===== src/rtl/pulse_pkg.sv =====
// Shared definitions for the stretched-pulse link (stretcher and recovery sides).
package pulse_pkg;

  typedef enum logic [1:0] {
    ST_IDLE   = 2'd0,
    ST_QUAL   = 2'd1,
    ST_ACTIVE = 2'd2,
    ST_STUCK  = 2'd3
  } pulse_state_e;

  function automatic int f_clog2(input int value);
    int r;
    r = 0;
    for (int v = value - 1; v > 0; v = v >> 1) r++;
    return r;
  endfunction

endpackage


===== src/rtl/sync_bit.sv =====
// Single-bit flop-chain synchroniser with asynchronous active-low reset.
module sync_bit #(
  parameter int STAGES = 2
) (
  input  logic clk,
  input  logic rst_n,
  input  logic d,
  output logic q
);

  logic [STAGES-1:0] chain;

  always_ff @(posedge clk or negedge rst_n) begin
    if (!rst_n) chain <= '0;
    else        chain <= {chain[STAGES-2:0], d};
  end

  assign q = chain[STAGES-1];

endmodule


===== src/rtl/pulse_recover.sv =====
// Recovers a 1-cycle event from a stretched pulse level, measuring its width and
// flagging glitches (too short) and stuck levels (too long).
//
//   state  | meaning
//   IDLE   | waiting for synchronised input to go high
//   QUAL   | high, fewer than MIN_CNT samples seen so far
//   ACTIVE | qualified pulse, counting its width
//   STUCK  | high for MAX_CNT samples; counter saturated, err_stuck asserted
module pulse_recover
  import pulse_pkg::*;
#(
  parameter  int SYNC_STAGES = 2,
  parameter  int MIN_CNT     = 3,
  parameter  int MAX_CNT     = 64,
  localparam int CNT_W       = f_clog2(MAX_CNT + 1)
) (
  input  logic             clk,
  input  logic             rst_n,
  input  logic             signal_in,
  output logic             signal_out,
  output logic [CNT_W-1:0] width_out,
  output logic             width_valid,
  output logic             err_short,
  output logic             err_stuck
);

  localparam logic [CNT_W-1:0] MIN_V = CNT_W'(MIN_CNT);
  localparam logic [CNT_W-1:0] MAX_V = CNT_W'(MAX_CNT);

  logic             s;
  pulse_state_e     state, state_nxt;
  logic [CNT_W-1:0] cnt, cnt_nxt, cnt_inc, width_nxt;
  logic             strobe_nxt, short_nxt, wv_nxt, stuck_nxt;

  sync_bit #(.STAGES(SYNC_STAGES)) u_sync (
    .clk   (clk),
    .rst_n (rst_n),
    .d     (signal_in),
    .q     (s)
  );

  // Saturating increment; the counter must never wrap past MAX_CNT.
  assign cnt_inc = (cnt == MAX_V) ? cnt : cnt + CNT_W'(1);

  always_ff @(posedge clk or negedge rst_n) begin
    if (!rst_n) begin
      state       <= ST_IDLE;
      cnt         <= '0;
      signal_out  <= 1'b0;
      width_out   <= '0;
      width_valid <= 1'b0;
      err_short   <= 1'b0;
      err_stuck   <= 1'b0;
    end else begin
      state       <= state_nxt;
      cnt         <= cnt_nxt;
      signal_out  <= strobe_nxt;
      width_out   <= width_nxt;
      width_valid <= wv_nxt;
      err_short   <= short_nxt;
      err_stuck   <= stuck_nxt;
    end
  end

  always_comb begin
    state_nxt  = state;
    cnt_nxt    = cnt;
    width_nxt  = width_out;
    strobe_nxt = 1'b0;
    short_nxt  = 1'b0;
    wv_nxt     = 1'b0;
    stuck_nxt  = err_stuck;
    case (state)
      ST_IDLE: begin
        if (s) begin
          cnt_nxt = CNT_W'(1);
          if (MIN_CNT == 1) begin
            state_nxt  = ST_ACTIVE;
            strobe_nxt = 1'b1;
          end else begin
            state_nxt = ST_QUAL;
          end
        end else begin
          cnt_nxt = '0;
        end
      end
      ST_QUAL: begin
        if (s) begin
          cnt_nxt = cnt_inc;
          if (cnt_inc == MIN_V) begin
            state_nxt  = ST_ACTIVE;
            strobe_nxt = 1'b1;
          end
        end else begin
          state_nxt = ST_IDLE;
          cnt_nxt   = '0;
          short_nxt = 1'b1;
        end
      end
      ST_ACTIVE: begin
        if (s) begin
          cnt_nxt = cnt_inc;
          if (cnt_inc == MAX_V) begin
            state_nxt = ST_STUCK;
            stuck_nxt = 1'b1;
          end
        end else begin
          state_nxt = ST_IDLE;
          cnt_nxt   = '0;
          width_nxt = cnt;
          wv_nxt    = 1'b1;
        end
      end
      ST_STUCK: begin
        if (s) begin
          cnt_nxt = MAX_V;
        end else begin
          state_nxt = ST_IDLE;
          cnt_nxt   = '0;
          stuck_nxt = 1'b0;
          width_nxt = MAX_V;
          wv_nxt    = 1'b1;
        end
      end
      default: state_nxt = ST_IDLE;
    endcase
  end

endmodule


===== config.mk =====
export PLATFORM = sky130hd
export DESIGN_NAME = pulse_recover
export DESIGN_NICKNAME = d
export VERILOG_FILES = /design/src/rtl/pulse_pkg.sv /design/src/rtl/sync_bit.sv /design/src/rtl/pulse_recover.sv
export SDC_FILE = /design/constraint.sdc
export NUM_CORES = 1
export LEC_CHECK = 0
export ABC_AREA = 1
export CORE_ASPECT_RATIO = 1.2
export CORE_MARGIN = 8
export CORE_UTILIZATION = 54
export DETAILED_ROUTE_END_ITERATION = 10
export GPL_TIMING_DRIVEN = 0
export PLACE_DENSITY = 0.74
export SLEW_MARGIN = 20
export SYNTH_ARGS = -nofsm -noshare
export SYNTH_HDL_FRONTEND = slang
export SYNTH_SLANG_ARGS = --single-unit

===== constraint.sdc =====
create_clock -name clk -period 1.84 [get_ports clk]
set_input_delay 0.368 -clock clk [delete_from_list [all_inputs] [get_ports clk]]
set_output_delay 0.368 -clock clk [all_outputs]
set_load 0.01 [all_outputs]

==> results.tsv <==
metric	value	unit
status	finished clean	
drive_gt1_share	18.1	%
clock-root-buffer	clkbuf_4	
syn-num-nets	158	
max_freq	590	MHz
tightest_slew	474	ps
num_rows	18	
yosysTopAreaCell	dfrtp_1	
hold_path_class	in2async	
cts_tree	built	
multi_input_area	551	µm²
core-area	2070	µm²
drc_errors	0	
yosysSeqAreaShare	46.3	%
initial_core_util	57.4	%
ff2ff_setup_slack	140	ps
cap_violations	0	
die_y	67.4	µm
die_w	58.8	µm
via_count	975	
cts_made_buffers	3	
clock-sinks	22	
fin_ws	144	ps
register_area	553	µm²
power.density	1070	nW/µm²
grt-ovfl-total	0	
synthTopCellsByArea	dfrtp_1, nand2_1, ha_1, inv_1, nor2_1	
port_buffers	13	
nNetsFinal	178	
cp_data_required_time	2050	ps
final_cells	196	
maxSlewHeadroom	68.4	%
synth.distinct_cells	20	
hold_viol	0	
dr.pass1.iters	4	
wl_per_cell	11.8	µm
fin_crit_sh	92.2	%
nFillCells	194	
drtIter0Drc	37	
leakage	0.714	nW
antenna-diode-count	0	
layout_commonest_cell	nand2_1	
clk_path_buf_depth	2	
grt_max_degree	23	
antenna_found_initial	0	
critPathLaunchType	flip-flop	
place_inst	190	
gp_congestion	0.898	
drt_wl_total	2.31	mm
peakVddDrop	0.707	mV
clk_latency	300	ps
synth_area	1190	µm²
via_per_inst	4.97	
num_io_pins	14	
path_clk_slew	110	ps
yosysTopAreaCellShare	46.3	%
synth-warning-count	0	
setup_tns	0	ps
grt_use_total	13.0	%
timing_max_transition_violations_final	0	
final_cell_mix	nand2_1, inv_1, dfrtp_1	
final.min_clock_period	1700	ps
grt_pass1_wl	4.05	mm
end_kind	flip-flop	
fin_hold_ws	3.06	ps
criticalPathCategory	reg2reg	
dieArea	3960	µm²
synth.ff_latch_count	22	
fin_worst_skew	1.61	ps
area_delta_synth_final	19.3	%
hpwl	1.73	mm
avgSynthCellArea	8.09	µm²
arrival	1900	ps
setup_viol	0	
syn_inst	147	
htree_levels	1	
grt_pass1_vias	961	
postRouteAntennaNets	0	
pre_cts_slack	59.7	ps
crit_fanout	5	
## logic make-up (layout without fill, tap and decap cells)
group / Yosys count / after routing / synth area share, %
simple gates: 75 / 75 / 28.6
buf+inv: 25 / 44 / 8.21
flops: 22 / 22 / 46.3
compound gates: 16 / 16 / 7.68
fa+ha+maj: 8 / 8 / 8.42
xor+xnor: 1 / 1 / 0.737
## what timing repair did
action,4_1_cts,5_1_grt
hold buffers,0,0
setup endpoints to repair,0,3
setup buffers,0,2
resized for setup,0,8
## cell usage after synthesis
cell type	n
nand4_1	2
nand3_2	3
nand2_1	36
inv_1	22
nor2_2	3
a21oi_1	4
o21ai_2	1
ha_1	8
nand2_2	4
dfrtp_1	22
o22ai_1	1
o21ai_1	2
nand2_4	1
buf_4	1
nor2_1	18
o21ai_0	7
nand3_1	8
inv_2	2
a21boi_2	1
xor2_1	1
## report_power, final
group / switching [W] / leakage, nW / total (W) / internal (W)
registers: 0.0000759 / 0.289 / 0.000646 / 0.000570
clock network: 0.000138 / 0.0210 / 0.000259 / 0.000121
logic: 0.000351 / 0.404 / 0.000617 / 0.000266
## layer usage
layer | part of all wire [%] | vias up | GRT usage, %
met5 | 0 | - | 0
met4 | 1.6 | 0 | 5.39
met3 | 5.9 | 6 | 4.18
met2 | 47 | 21 | 21.7
met1 | 46 | 457 | 15.0
li1 | - | 491 | -
## final cells by class
| cell class | count | area share [%] |
|---|---|---|
| inverter | 24 | 6.53 |
| sequential | 22 | 39.0 |
| buffer | 1 | 0.530 |
| tap | 30 | 2.65 |
| timing repair buffer | 15 | 9.89 |
| multi-input combinational | 100 | 38.8 |
| clock buffer | 4 | 2.56 |
## sequential cells by signal (all words and copies together) (netlist names)
signal	flops
cnt	7
width_out	7
state	2
u_sync.chain	2
err_short	1
err_stuck	1
signal_out	1
width_valid	1
## worst max-delay path, stage by stage, from the launching register on
cell and delay (ps):
dfrtp_2 470, inv_4 90, ha_1 150, inv_1 50, nor2_2 120, nand3_2 110, nand2_2 100, nand2_4 50
nor2_1 90, nand2_1 100, nand2_2 90, nand3_2 70, nand2_1 60, nand2_1 50
## path summary, 6_finish.rpt
path,startpoint,endpoint,cells after the start
worst min-delay path,rst_n,width_out[0],1
worst max register to register,cnt[0],state[0],13
min in group clk,u_sync.chain[0],u_sync.chain[1],0
max in group asynchronous,rst_n,cnt[0],1
worst max-delay path,cnt[0],state[0],13
worst min register to register,u_sync.chain[0],u_sync.chain[1],0
## stage by stage
stage | area [µm²] | total power (W) | util (%)
4_1_cts | 1390 | 0.00150 | 67.2
2_1_floorplan | 1190 | 0.00103 | -
5_1_grt | 1420 | 0.00167 | 68.4
6_report | 1420 | 0.00152 | 68.4
3_5_place_dp | 1360 | 0.00124 | 65.5
3_3_place_gp | 1360 | 0.00121 | 65.5
No activity file was read; power rests on OpenSTA's default activity.
